## src/rtl/interface_hcsr04_if.sv

```systemverilog
// -----------------------------------------------------------------------------
// interface_hcsr04_if
// Signal bundle between a measurement client and the HC-SR04 controller.
//
// Handshake (single comment for the whole bundle):
//   The client raises medir for one or more cycles while the controller is
//   idle. Each accepted request ends in exactly one one-cycle strobe: pronto
//   (medida has just been updated) or erro (timeout, medida unchanged).
//   Requests made while a measurement is in flight are dropped, not queued.
//   echo is the raw, asynchronous sensor line; trigger goes to the sensor.
//
// Signals:
//   medir      client -> ctrl  measurement request (level sampled)
//   echo       sensor -> ctrl  echo line (asynchronous)
//   trigger    ctrl -> sensor  trigger pulse
//   medida     ctrl -> client  distance, 3 BCD digits (hundreds/tens/units)
//   pronto     ctrl -> client  one-cycle strobe, medida updated
//   erro       ctrl -> client  one-cycle strobe, timeout
//   db_estado  ctrl -> client  current FSM state code
// -----------------------------------------------------------------------------
interface interface_hcsr04_if;
  logic        medir;
  logic        echo;
  logic        trigger;
  logic [11:0] medida;
  logic        pronto;
  logic        erro;
  logic [3:0]  db_estado;

  modport slave (
    input  medir,
    input  echo,
    output trigger,
    output medida,
    output pronto,
    output erro,
    output db_estado
  );

  modport master (
    output medir,
    output echo,
    input  trigger,
    input  medida,
    input  pronto,
    input  erro,
    input  db_estado
  );
endinterface

```

## src/rtl/interface_hcsr04.sv

```systemverilog
// -----------------------------------------------------------------------------
// interface_hcsr04
// HC-SR04 ultrasonic ranger controller. On request it emits a trigger pulse,
// waits for the echo, measures the echo width in centimetres (rounded to the
// nearest cm, saturating at 999) and presents the result as 3 BCD digits.
//
// Ports:
//   clock  system clock, all state changes on the rising edge
//   reset  asynchronous, active-high reset
//   bus    interface_hcsr04_if.slave: medir, echo, trigger, medida, pronto,
//          erro, db_estado
//
// Parameters:
//   CICLOS_TRIGGER  trigger pulse width in cycles
//   CICLOS_CM       echo cycles per centimetre
//   CICLOS_TIMEOUT  max wait for echo rise, and max echo width, in cycles
// -----------------------------------------------------------------------------
module interface_hcsr04 #(
  parameter int CICLOS_TRIGGER = 500,
  parameter int CICLOS_CM      = 2941,
  parameter int CICLOS_TIMEOUT = 1_500_000
) (
  input  logic               clock,
  input  logic               reset,
  interface_hcsr04_if.slave  bus
);

  localparam int CNT_MAX = (CICLOS_TIMEOUT > CICLOS_TRIGGER) ? CICLOS_TIMEOUT : CICLOS_TRIGGER;
  localparam int CW      = $clog2(CNT_MAX + 1);
  localparam int RW      = $clog2(CICLOS_CM + 1);
  localparam int HALF    = (CICLOS_CM + 1) / 2;

  typedef enum logic [3:0] {
    S_INICIAL   = 4'h0,
    S_PREPARA   = 4'h1,
    S_TRIGGER   = 4'h2,
    S_ESPERA    = 4'h3,
    S_MEDE      = 4'h4,
    S_ARREDONDA = 4'h5,
    S_ARMAZENA  = 4'h6,
    S_FINAL     = 4'h7,
    S_ERRO      = 4'hF
  } state_t;

  state_t      r_state;
  state_t      w_next;
  logic        w_cnt_clr;
  logic        w_cnt_inc;
  logic        w_count_echo;

  logic        r_echo_meta;
  logic        r_echo_s;
  logic [CW-1:0] r_cnt;
  logic [RW-1:0] r_res;
  logic [11:0] r_acc;
  logic [11:0] r_medida;
  logic        r_trigger;
  logic        r_pronto;
  logic        r_erro;

  // BCD +1 with saturation at 999.
  function automatic logic [11:0] bcd_inc(input logic [11:0] v);
    logic [11:0] r;
    r = v;
    if (v != 12'h999) begin
      if (v[3:0] != 4'd9) begin
        r[3:0] = v[3:0] + 4'd1;
      end else begin
        r[3:0] = 4'd0;
        if (v[7:4] != 4'd9) begin
          r[7:4] = v[7:4] + 4'd1;
        end else begin
          r[7:4]  = 4'd0;
          r[11:8] = v[11:8] + 4'd1;
        end
      end
    end
    return r;
  endfunction

  // Two-flop synchronizer for the asynchronous echo line.
  always_ff @(posedge clock or posedge reset) begin
    if (reset) begin
      r_echo_meta <= 1'b0;
      r_echo_s    <= 1'b0;
    end else begin
      r_echo_meta <= bus.echo;
      r_echo_s    <= r_echo_meta;
    end
  end

  // FSM state register.
  always_ff @(posedge clock or posedge reset) begin
    if (reset) r_state <= S_INICIAL;
    else       r_state <= w_next;
  end

  // FSM next state and counter control.
  always_comb begin
    w_next    = r_state;
    w_cnt_clr = 1'b0;
    w_cnt_inc = 1'b0;
    case (r_state)
      S_INICIAL: begin
        w_cnt_clr = 1'b1;
        if (bus.medir) w_next = S_PREPARA;
      end
      S_PREPARA: begin
        w_cnt_clr = 1'b1;
        w_next    = S_TRIGGER;
      end
      S_TRIGGER: begin
        if (r_cnt == CW'(CICLOS_TRIGGER - 1)) begin
          w_cnt_clr = 1'b1;
          w_next    = S_ESPERA;
        end else begin
          w_cnt_inc = 1'b1;
        end
      end
      S_ESPERA: begin
        if (r_echo_s) begin
          w_cnt_clr = 1'b1;
          w_next    = S_MEDE;
        end else if (r_cnt == CW'(CICLOS_TIMEOUT - 1)) begin
          w_cnt_clr = 1'b1;
          w_next    = S_ERRO;
        end else begin
          w_cnt_inc = 1'b1;
        end
      end
      S_MEDE: begin
        if (!r_echo_s) begin
          w_next = S_ARREDONDA;
        end else if (r_cnt == CW'(CICLOS_TIMEOUT - 1)) begin
          w_next = S_ERRO;
        end else begin
          w_cnt_inc = 1'b1;
        end
      end
      S_ARREDONDA: w_next = S_ARMAZENA;
      S_ARMAZENA:  w_next = S_FINAL;
      S_FINAL:     w_next = S_INICIAL;
      S_ERRO:      w_next = S_INICIAL;
      default:     w_next = S_INICIAL;
    endcase
  end

  // The ESPERA cycle that first sees echo_s high is counted as an echo cycle,
  // so the residual/accumulator pair covers the whole echo width exactly.
  assign w_count_echo = r_echo_s && ((r_state == S_ESPERA) || (r_state == S_MEDE));

  always_ff @(posedge clock or posedge reset) begin
    if (reset) begin
      r_cnt <= '0;
    end else if (w_cnt_clr) begin
      r_cnt <= '0;
    end else if (w_cnt_inc) begin
      r_cnt <= r_cnt + CW'(1);
    end
  end

  // Residual counter and BCD accumulator.
  always_ff @(posedge clock or posedge reset) begin
    if (reset) begin
      r_res <= '0;
      r_acc <= 12'h000;
    end else if (r_state == S_PREPARA) begin
      r_res <= '0;
      r_acc <= 12'h000;
    end else if (w_count_echo) begin
      if (r_res == RW'(CICLOS_CM - 1)) begin
        r_res <= '0;
        r_acc <= bcd_inc(r_acc);
      end else begin
        r_res <= r_res + RW'(1);
      end
    end else if ((r_state == S_ARREDONDA) && (r_res >= RW'(HALF))) begin
      r_acc <= bcd_inc(r_acc);
    end
  end

  // Result register and strobes; strobes are decoded from the next state so
  // they are flop outputs aligned with the state they belong to.
  always_ff @(posedge clock or posedge reset) begin
    if (reset) begin
      r_medida  <= 12'h000;
      r_trigger <= 1'b0;
      r_pronto  <= 1'b0;
      r_erro    <= 1'b0;
    end else begin
      if (r_state == S_ARMAZENA) r_medida <= r_acc;
      r_trigger <= (w_next == S_TRIGGER);
      r_pronto  <= (w_next == S_FINAL);
      r_erro    <= (w_next == S_ERRO);
    end
  end

  assign bus.trigger   = r_trigger;
  assign bus.medida    = r_medida;
  assign bus.pronto    = r_pronto;
  assign bus.erro      = r_erro;
  assign bus.db_estado = r_state;

endmodule

```

## src/flat_wrapper.sv

```systemverilog
// flat-port wrapper written by rule: the top's interface ports become plain ports
module interface_hcsr04_flat 
#(
  parameter int CICLOS_TRIGGER = 500,
  parameter int CICLOS_CM      = 2941,
  parameter int CICLOS_TIMEOUT = 1_500_000
)
  (clock, reset, bus_medir, bus_echo, bus_trigger, bus_medida, bus_pronto, bus_erro, bus_db_estado);
  interface_hcsr04_if bus_i ();
  input  logic clock;
  input  logic reset;
  input wire logic [$bits(bus_i.medir)-1:0] bus_medir;
  input wire logic [$bits(bus_i.echo)-1:0] bus_echo;
  output wire logic [$bits(bus_i.trigger)-1:0] bus_trigger;
  output wire logic [$bits(bus_i.medida)-1:0] bus_medida;
  output wire logic [$bits(bus_i.pronto)-1:0] bus_pronto;
  output wire logic [$bits(bus_i.erro)-1:0] bus_erro;
  output wire logic [$bits(bus_i.db_estado)-1:0] bus_db_estado;
  assign bus_i.medir = bus_medir;
  assign bus_i.echo = bus_echo;
  assign bus_trigger = bus_i.trigger;
  assign bus_medida = bus_i.medida;
  assign bus_pronto = bus_i.pronto;
  assign bus_erro = bus_i.erro;
  assign bus_db_estado = bus_i.db_estado;
  interface_hcsr04 #(.CICLOS_TRIGGER(CICLOS_TRIGGER), .CICLOS_CM(CICLOS_CM), .CICLOS_TIMEOUT(CICLOS_TIMEOUT)) u_core (.clock(clock), .reset(reset), .bus(bus_i));
endmodule
```

## config.mk

```make
export PLATFORM = sky130hd
export DESIGN_NAME = interface_hcsr04_flat
export DESIGN_NICKNAME = d
export VERILOG_FILES = /design/src/rtl/interface_hcsr04_if.sv /design/src/rtl/interface_hcsr04.sv /design/src/flat_wrapper.sv
export SDC_FILE = /design/constraint.sdc
export NUM_CORES = 1
export LEC_CHECK = 0
export BUFFER_PORTS_ARGS = -buffer_cell sky130_fd_sc_hd__clkbuf_2
export CAP_MARGIN = 5
export CORE_MARGIN = 3
export CORE_UTILIZATION = 45
export CTS_CLUSTER_DIAMETER = 60
export CTS_CLUSTER_SIZE = 16
export DETAILED_ROUTE_END_ITERATION = 8
export SLEW_MARGIN = 20
export SYNTH_ARGS = -nofsm -noshare
export SYNTH_HDL_FRONTEND = slang
export SYNTH_SLANG_ARGS = --single-unit
export TNS_END_PERCENT = 10
```

## constraint.sdc

```tcl
create_clock -name clock -period 4.8 [get_ports clock]
set_input_delay 0.96 -clock clock [delete_from_list [all_inputs] [get_ports clock]]
set_output_delay 0.96 -clock clock [all_outputs]
set_load 0.02 [all_outputs]
```

==> results of run 1 <==
[sequential cells by signal (all words and copies together), names as in the netlist]
| register | flops |
|---|---|
| u_core.r_echo_meta | 1 |
| u_core.bus.pronto | 1 |
| u_core.bus.medida | 12 |
| u_core.bus.db_estado | 4 |
| u_core.r_res | 12 |
| u_core.bus.erro | 1 |
| u_core.r_acc | 12 |
| u_core.bus.trigger | 1 |
| u_core.r_echo_s | 1 |
| u_core.r_cnt | 21 |
[routing by layer]
metal  wire length (µm)  vias to the layer above
met5                  0                        -
met4                 74                        0
met3                199                        7
met2               3590                       26
met1               3540                     1388
li1                   -                     1405
[per-stage QoR]
| stage | worst slack [ns] | total power, mW | instances | utilization | hold WS, ns |
|---|---|---|---|---|---|
| 2_1_floorplan | 2.19 | 1.28 | 374 | - | 0.331 |
| 3_3_place_gp | 2.22 | 1.41 | 485 | 0.493 | 0.334 |
| 3_5_place_dp | 2.13 | 1.42 | 485 | 0.493 | 0.338 |
| 4_1_cts | 2.14 | 1.89 | 500 | 0.518 | 0.354 |
| 5_1_grt | 1.91 | 2.01 | 500 | 0.518 | 0.355 |
| 6_report | 2.15 | 1.86 | 500 | 0.518 | 0.353 |
[kinds of logic after synthesis]
kind of cell | after synthesis | synth area share
flip-flops | 66 | 0.449
multiplexers | 16 | 0.0479
AND/OR/NAND/NOR | 153 | 0.231
XOR/XNOR | 8 | 0.0190
buffers and inverters | 31 | 0.0381
adder cells (fa/ha/maj) | 9 | 0.0306
AO/OA/AOI/OAI | 91 | 0.184
[worst min path at each step]
stage,endpoint,slack [ns],cells after the start
floorplan,u_core.r_echo_s,0.33,0
global placement,u_core.r_echo_s,0.33,0
detailed placement,u_core.r_echo_s,0.34,0
CTS,u_core.r_echo_s,0.35,0
global route,u_core.r_echo_s,0.36,0
finish,u_core.r_echo_s,0.35,0
[synth_stat cells, types with 4 or more instances]
cell      number  share of area
a21oi_1       20          0.027
and3_1        11          0.019
and4_1         4         0.0095
buf_2          7         0.0095
clkbuf_1       7         0.0071
dfrtp_1       66           0.45
ha_1           9          0.031
inv_1         14          0.014
mux2_2        12          0.037
nand2_1       24          0.024
nand3_1       13          0.018
nand3b_1       8          0.016
nor2_1        43          0.044
nor2b_1        4         0.0068
nor3_1        10          0.014
nor4_1         6          0.010
o21ai_0       17          0.023
o21ai_1        7         0.0095
o31ai_1       13          0.027
xnor2_1        7          0.017
[power groups by stage]
stage	combinational, mW	clock, mW	sequential (mW)
2_1_floorplan	0.500	0	0.775
3_3_place_gp	0.640	0	0.767
3_5_place_dp	0.653	0	0.770
4_1_cts	0.656	0.475	0.759
5_1_grt	0.730	0.496	0.779
6_report	0.648	0.457	0.759
[cell type report]
type	instances	area, µm²	share of cell area
Clock buffer	11	141	0.0348
Clock inverter	4	52.6	0.0129
Inverter	14	52.6	0.0129
Multi-Input combinational cell	277	1900	0.467
Sequential cell	66	1650	0.407
Tap cell	102	128	0.0314
Timing Repair Buffer	26	140	0.0345
==> run metrics, run 1 <==
EDFF count, synth=0; synthesis-stage register bit count=66; M3 GR Usage=0.0465; Post-CTS Setup Inserts=0; Finished Cell Area=0.00406 mm²; Via density=5.65; met1 usage=0.232; insertion delay to the later sink of the worst-skew pair=0.33 ns; power share of the sequential group=0.407; post-route ant nets=0; outcome=completed; CTS buffer count=9; pin count of the biggest net entering global routing=40; CP endpoint=u_core.r_cnt[8]; cells after synthesis=374; effective utilization at floorplan=0.469; clock share of power=0.245; TritonRoute pass-1 iters=4; critical path endpoint category=register; WP data required=5.03 ns; clock skew=0.00938 ns; row cnt=32; DR vias=2826; Post-Syn Nets=387; YS warnings=0; I/O Buffers=22; cts hold-fix bufs=0; Crit. path cell count=6; LEAKAGE=1.73 nW; Die Ht=96.4 µm; Die Width=96.4 µm; CTS root buf=clkbuf_8; commonest non-fill, non-tap cell in the layout=dfrtp_1; Seq/Total Area, Yosys=0.449; clock slew at reported path FFs=0.07 ns; Routed WL=7400 µm; Hold Startpoint=u_core.r_echo_meta; period utilisation layout=0.552; Crit Path Class=register to register; Syn Area/Cell=9.84 µm²; total track usage=0.177; Top Ports=23; synth unique cells=65; gr ovfl total=0; Reg2Reg Setup Slack=2.15 ns; gr busiest metal=met2; Max-Cap Viols=0; Synth Cell Area=0.00368 mm²; Internal=1.14 mW; post_cts resized=0; R2R depth=6; crit path time final=2.65 ns; Placer Congestion=0.859; Setup Viol. Count Final=0; Area growth syn-to-layout=10.4%; cell area power density=459 mW/mm²; Final Hold Vio Count=0; FF-to-FF End=u_core.r_cnt[8]; Top FF cell, synth=dfrtp_1; Core ar.=0.00785 mm²; Async SR Flop Fraction=1.00; CP Cell Sequence=and4bb_1 -> o21ai_1 -> a21o_2 -> a21oi_2 -> nor2_1 -> a2111oi_4; Clock Tree Buf Depth=2; Worst setup SP type=register; VDD IR max=175 µV; worst hold path class=register to register; CTS tree=yes; Clock Sinks=66; initial antenna violation count=0; Max Fclk=0.377 GHz; antenna diode count=0; H-tree lvl count=3; Critical Path Fanout Max=17; Slew @ Worst Pin=0.896 ns; Arr. time, crit path=2.89 ns; leading cell types in the layout, fill and taps excluded=dfrtp_1 (66), nor2_1 (43), nand2_1 (24), clkbuf_2 (22), a21oi_1 (20); FILL cells=729; worst r2r src=u_core.bus.db_estado[1]; Final nets=407; Worst path top cell family by delay=compound AO/OA/AOI/OAI gates; Slew HR=0.402; grt met2 use=0.298; Comb pwr share=0.348; DRC Markers=0; Post-DP HPWL=5210 µm; Final Max Tran Viols=0; Setup TNS=0 ns; switching portion of total power=0.388; first-pass GRT wire length=13000 µm; placed instance area=0.00387 mm²; Psw=0.723 mW; share of cells above drive strength 1=0.181; crit-path max cell delay=0.74 ns; CP max-delay cell=a21oi_2; DIE AREA=0.00930 mm²; CP bufs+invs=0; RSZ-0062 raised after global routing=no; WL/cell=14.8 µm; initial DRC count=68; Critical path origin=u_core.bus.db_estado[1]; number of global-route vias before repair=2759
(Power assumes the default switching activity.)
==> inputs of run 2 (changes only) <==
- clock period: 4.8 -> 2.5 ns (I/O delays scaled with it)
==> run 2 against run 1 <==
Critical path depth up 1; via count grew 1.5%; sequential share of layout area decreased by 1.1 points; total power grew 100%; utilization is 1.5 points higher; worst hold slack lost 0.16 ns; flip-flop and latch count did not move; first-iteration DRC count increased by 46%; setup slack got worse by 1.9 ns; fmax up 16%; wire length up 1.6%; clock-buffer cell count is the same; critical endpoint unchanged; largest power group unchanged.
==> run metrics, run 2 (synthesis gave the netlist of run 1 again) <==
cell area power density=907 mW/mm² (was 459 mW/mm²); Setup Viol. Count Final=0 (unchanged); Internal=2.37 mW (was 1.14 mW); Slew HR=0.574 (was 0.402); WL/cell=14.8 µm (about the same); DRC Markers=0 (unchanged); FILL cells=721 (was 729); Area growth syn-to-layout=13.6% (was 10.4%); grt met2 use=0.294 (was 0.298); Setup TNS=0 ns (unchanged); Max Fclk=0.438 GHz (was 0.377 GHz); first-pass GRT wire length=12900 µm (was 13000 µm); WP data required=2.73 ns (was 5.03 ns); post-route ant nets=0 (unchanged); number of global-route vias before repair=2756 (was 2759); cts hold-fix bufs=0 (unchanged); Placer Congestion=0.826 (was 0.859); post_cts resized=0 (unchanged); critical path endpoint category=register (unchanged); CTS root buf=clkbuf_8 (unchanged); commonest non-fill, non-tap cell in the layout=dfrtp_1 (unchanged); CP Cell Sequence=ha_1 -> nor4bb_1 -> nand4_1 -> o211ai_4 -> a21oi_2 -> buf_4 -> a2111oi_4 (was and4bb_1 -> o21ai_1 -> a21o_2 -> a21oi_2 -> nor2_1 -> a2111oi_4); Max-Cap Viols=0 (unchanged); outcome=completed (unchanged); CP max-delay cell=dfrtp_1 (was a21oi_2); Routed WL=7520 µm (was 7400 µm); share of cells above drive strength 1=0.204 (was 0.181); Largest register FFs=21 (unchanged); Via density=5.63 (was 5.65); Clock Tree Buf Depth=2 (unchanged); antenna diode count=0 (unchanged); DP Cell Count=493 (was 485); clock skew=0.00991 ns (was 0.00938 ns); total power=3.79 mW (was 1.86 mW); crit path time final=2.28 ns (was 2.65 ns); M3 GR Usage=0.0465 (unchanged); period utilisation layout=0.913 (was 0.552); Post-CTS Setup Inserts=0 (unchanged); Arr. time, crit path=2.52 ns (was 2.89 ns); Final Hold Vio Count=0 (unchanged); Clock Sinks=66 (unchanged); initial antenna violation count=0 (unchanged); Finished Cell Area=0.00418 mm² (was 0.00406 mm²); Die Width=96.4 µm (unchanged); Core ar.=0.00785 mm² (unchanged); gr busiest metal=met2 (unchanged); Post-Layout Cell Count=509 (was 500); met1 usage=0.225 (was 0.232); Most flops, register=u_core.r_cnt (unchanged); pin count of the biggest net entering global routing=67 (was 40); LEAKAGE=1.79 nW (was 1.73 nW); effective utilization at floorplan=0.469 (unchanged); CTS tree=yes (unchanged); Slew @ Worst Pin=0.639 ns (was 0.896 ns); initial DRC count=99 (was 68); Final nets=415 (was 407); Critical Path Fanout Max=8 (was 17); TritonRoute pass-1 iters=4 (unchanged); total track usage=0.176 (was 0.177); final worst slack=0.218 ns (was 2.15 ns); crit-path max cell delay=0.38 ns (was 0.74 ns); switching portion of total power=0.374 (was 0.388); H-tree lvl count=3 (unchanged); worst hold path class=primary input to asynchronous set/reset pin (was register to register); clock share of power=0.262 (was 0.245); DR vias=2868 (was 2826); Crit Path Class=register to register (unchanged); VDD IR max=385 µV (was 175 µV); clock slew at reported path FFs=0.08 ns (was 0.07 ns); insertion delay to the later sink of the worst-skew pair=0.34 ns (was 0.33 ns); I/O Buffers=22 (unchanged); RSZ-0062 raised after global routing=yes (was no); hold slack=0.190 ns (was 0.353 ns); gr ovfl total=0 (unchanged); Final Max Tran Viols=0 (unchanged); DIE AREA=0.00930 mm² (unchanged); DP Worst Slack=0.124 ns (was 2.13 ns); power share of the sequential group=0.379 (was 0.407); row cnt=32 (unchanged); leading cell types in the layout, fill and taps excluded=dfrtp_1 (64), nor2_1 (43), nand2_1 (24), clkbuf_2 (22), a21oi_1 (20) (was dfrtp_1 (66), nor2_1 (43), nand2_1 (24), clkbuf_2 (22), a21oi_1 (20)); Comb pwr share=0.359 (was 0.348); CTS buffer count=9 (unchanged); final core utilization=0.533 (was 0.518); Psw=1.42 mW (was 0.723 mW); Top Ports=23 (unchanged); Post-DP HPWL=5260 µm (was 5210 µm); Worst setup SP type=register (unchanged); placed instance area=0.00395 mm² (was 0.00387 mm²); Die Ht=96.4 µm (unchanged)
run 2: changes by cell type in the layout (fill, tap and decap cells not counted), sizes merged:
cell	delta
clkinv	-1
buf	+8
clkinvlp	+1
bufinv	+1
run 2: final timing paths:
check,startpoint,cells after the start,slack (ns),to
worst max-delay path,u_core.r_cnt[0],7,0.22,u_core.r_cnt[8]
worst min-delay path,reset,3,0.19,u_core.r_acc[0]
min in group clock,bus_echo,1,0.27,u_core.r_echo_meta
worst max register to register,u_core.r_cnt[0],7,0.22,u_core.r_cnt[8]
worst min register to register,u_core.r_echo_meta,0,0.35,u_core.r_echo_s
max in group asynchronous,reset,3,1.98,u_core.bus.db_estado[2]
run 2: power groups by stage:
| stage | registers, mW | clock network (mW) | logic (mW) |
|---|---|---|---|
| final | 1.44 | 0.992 | 1.36 |
| after CTS | 1.44 | 1.02 | 1.37 |
| after global routing | 1.47 | 1.07 | 1.51 |
| after floorplan | 1.49 | 0 | 0.961 |
| after detailed placement | 1.46 | 0 | 1.36 |
| after global placement | 1.45 | 0 | 1.35 |
run 2: cell type report:
cell class | count | area, µm² | share of cell area
inverters | 14 | 52.6 | 0.0126
multi-input cells | 277 | 1900 | 0.455
clock inverters | 5 | 77.6 | 0.0186
clock buffers | 11 | 141 | 0.0338
repair buffers | 34 | 225 | 0.0539
well taps | 102 | 128 | 0.0305
flip-flops and latches | 66 | 1650 | 0.396
run 2: per-layer routing:
metal	up-vias	wire, µm
met2	30	3640
met1	1405	3560
met3	10	228
met4	0	95
met5	-	0
li1	1423	-
run 2: worst max-delay path: cells and delay by family (launching register included):
| kind | cells | cell delay [ns] |
|---|---|---|
| compound gates | 3 | 0.86 |
| fa+ha+maj | 1 | 0.23 |
| buf+inv | 1 | 0.20 |
| flops | 1 | 0.38 |
| simple gates | 2 | 0.51 |
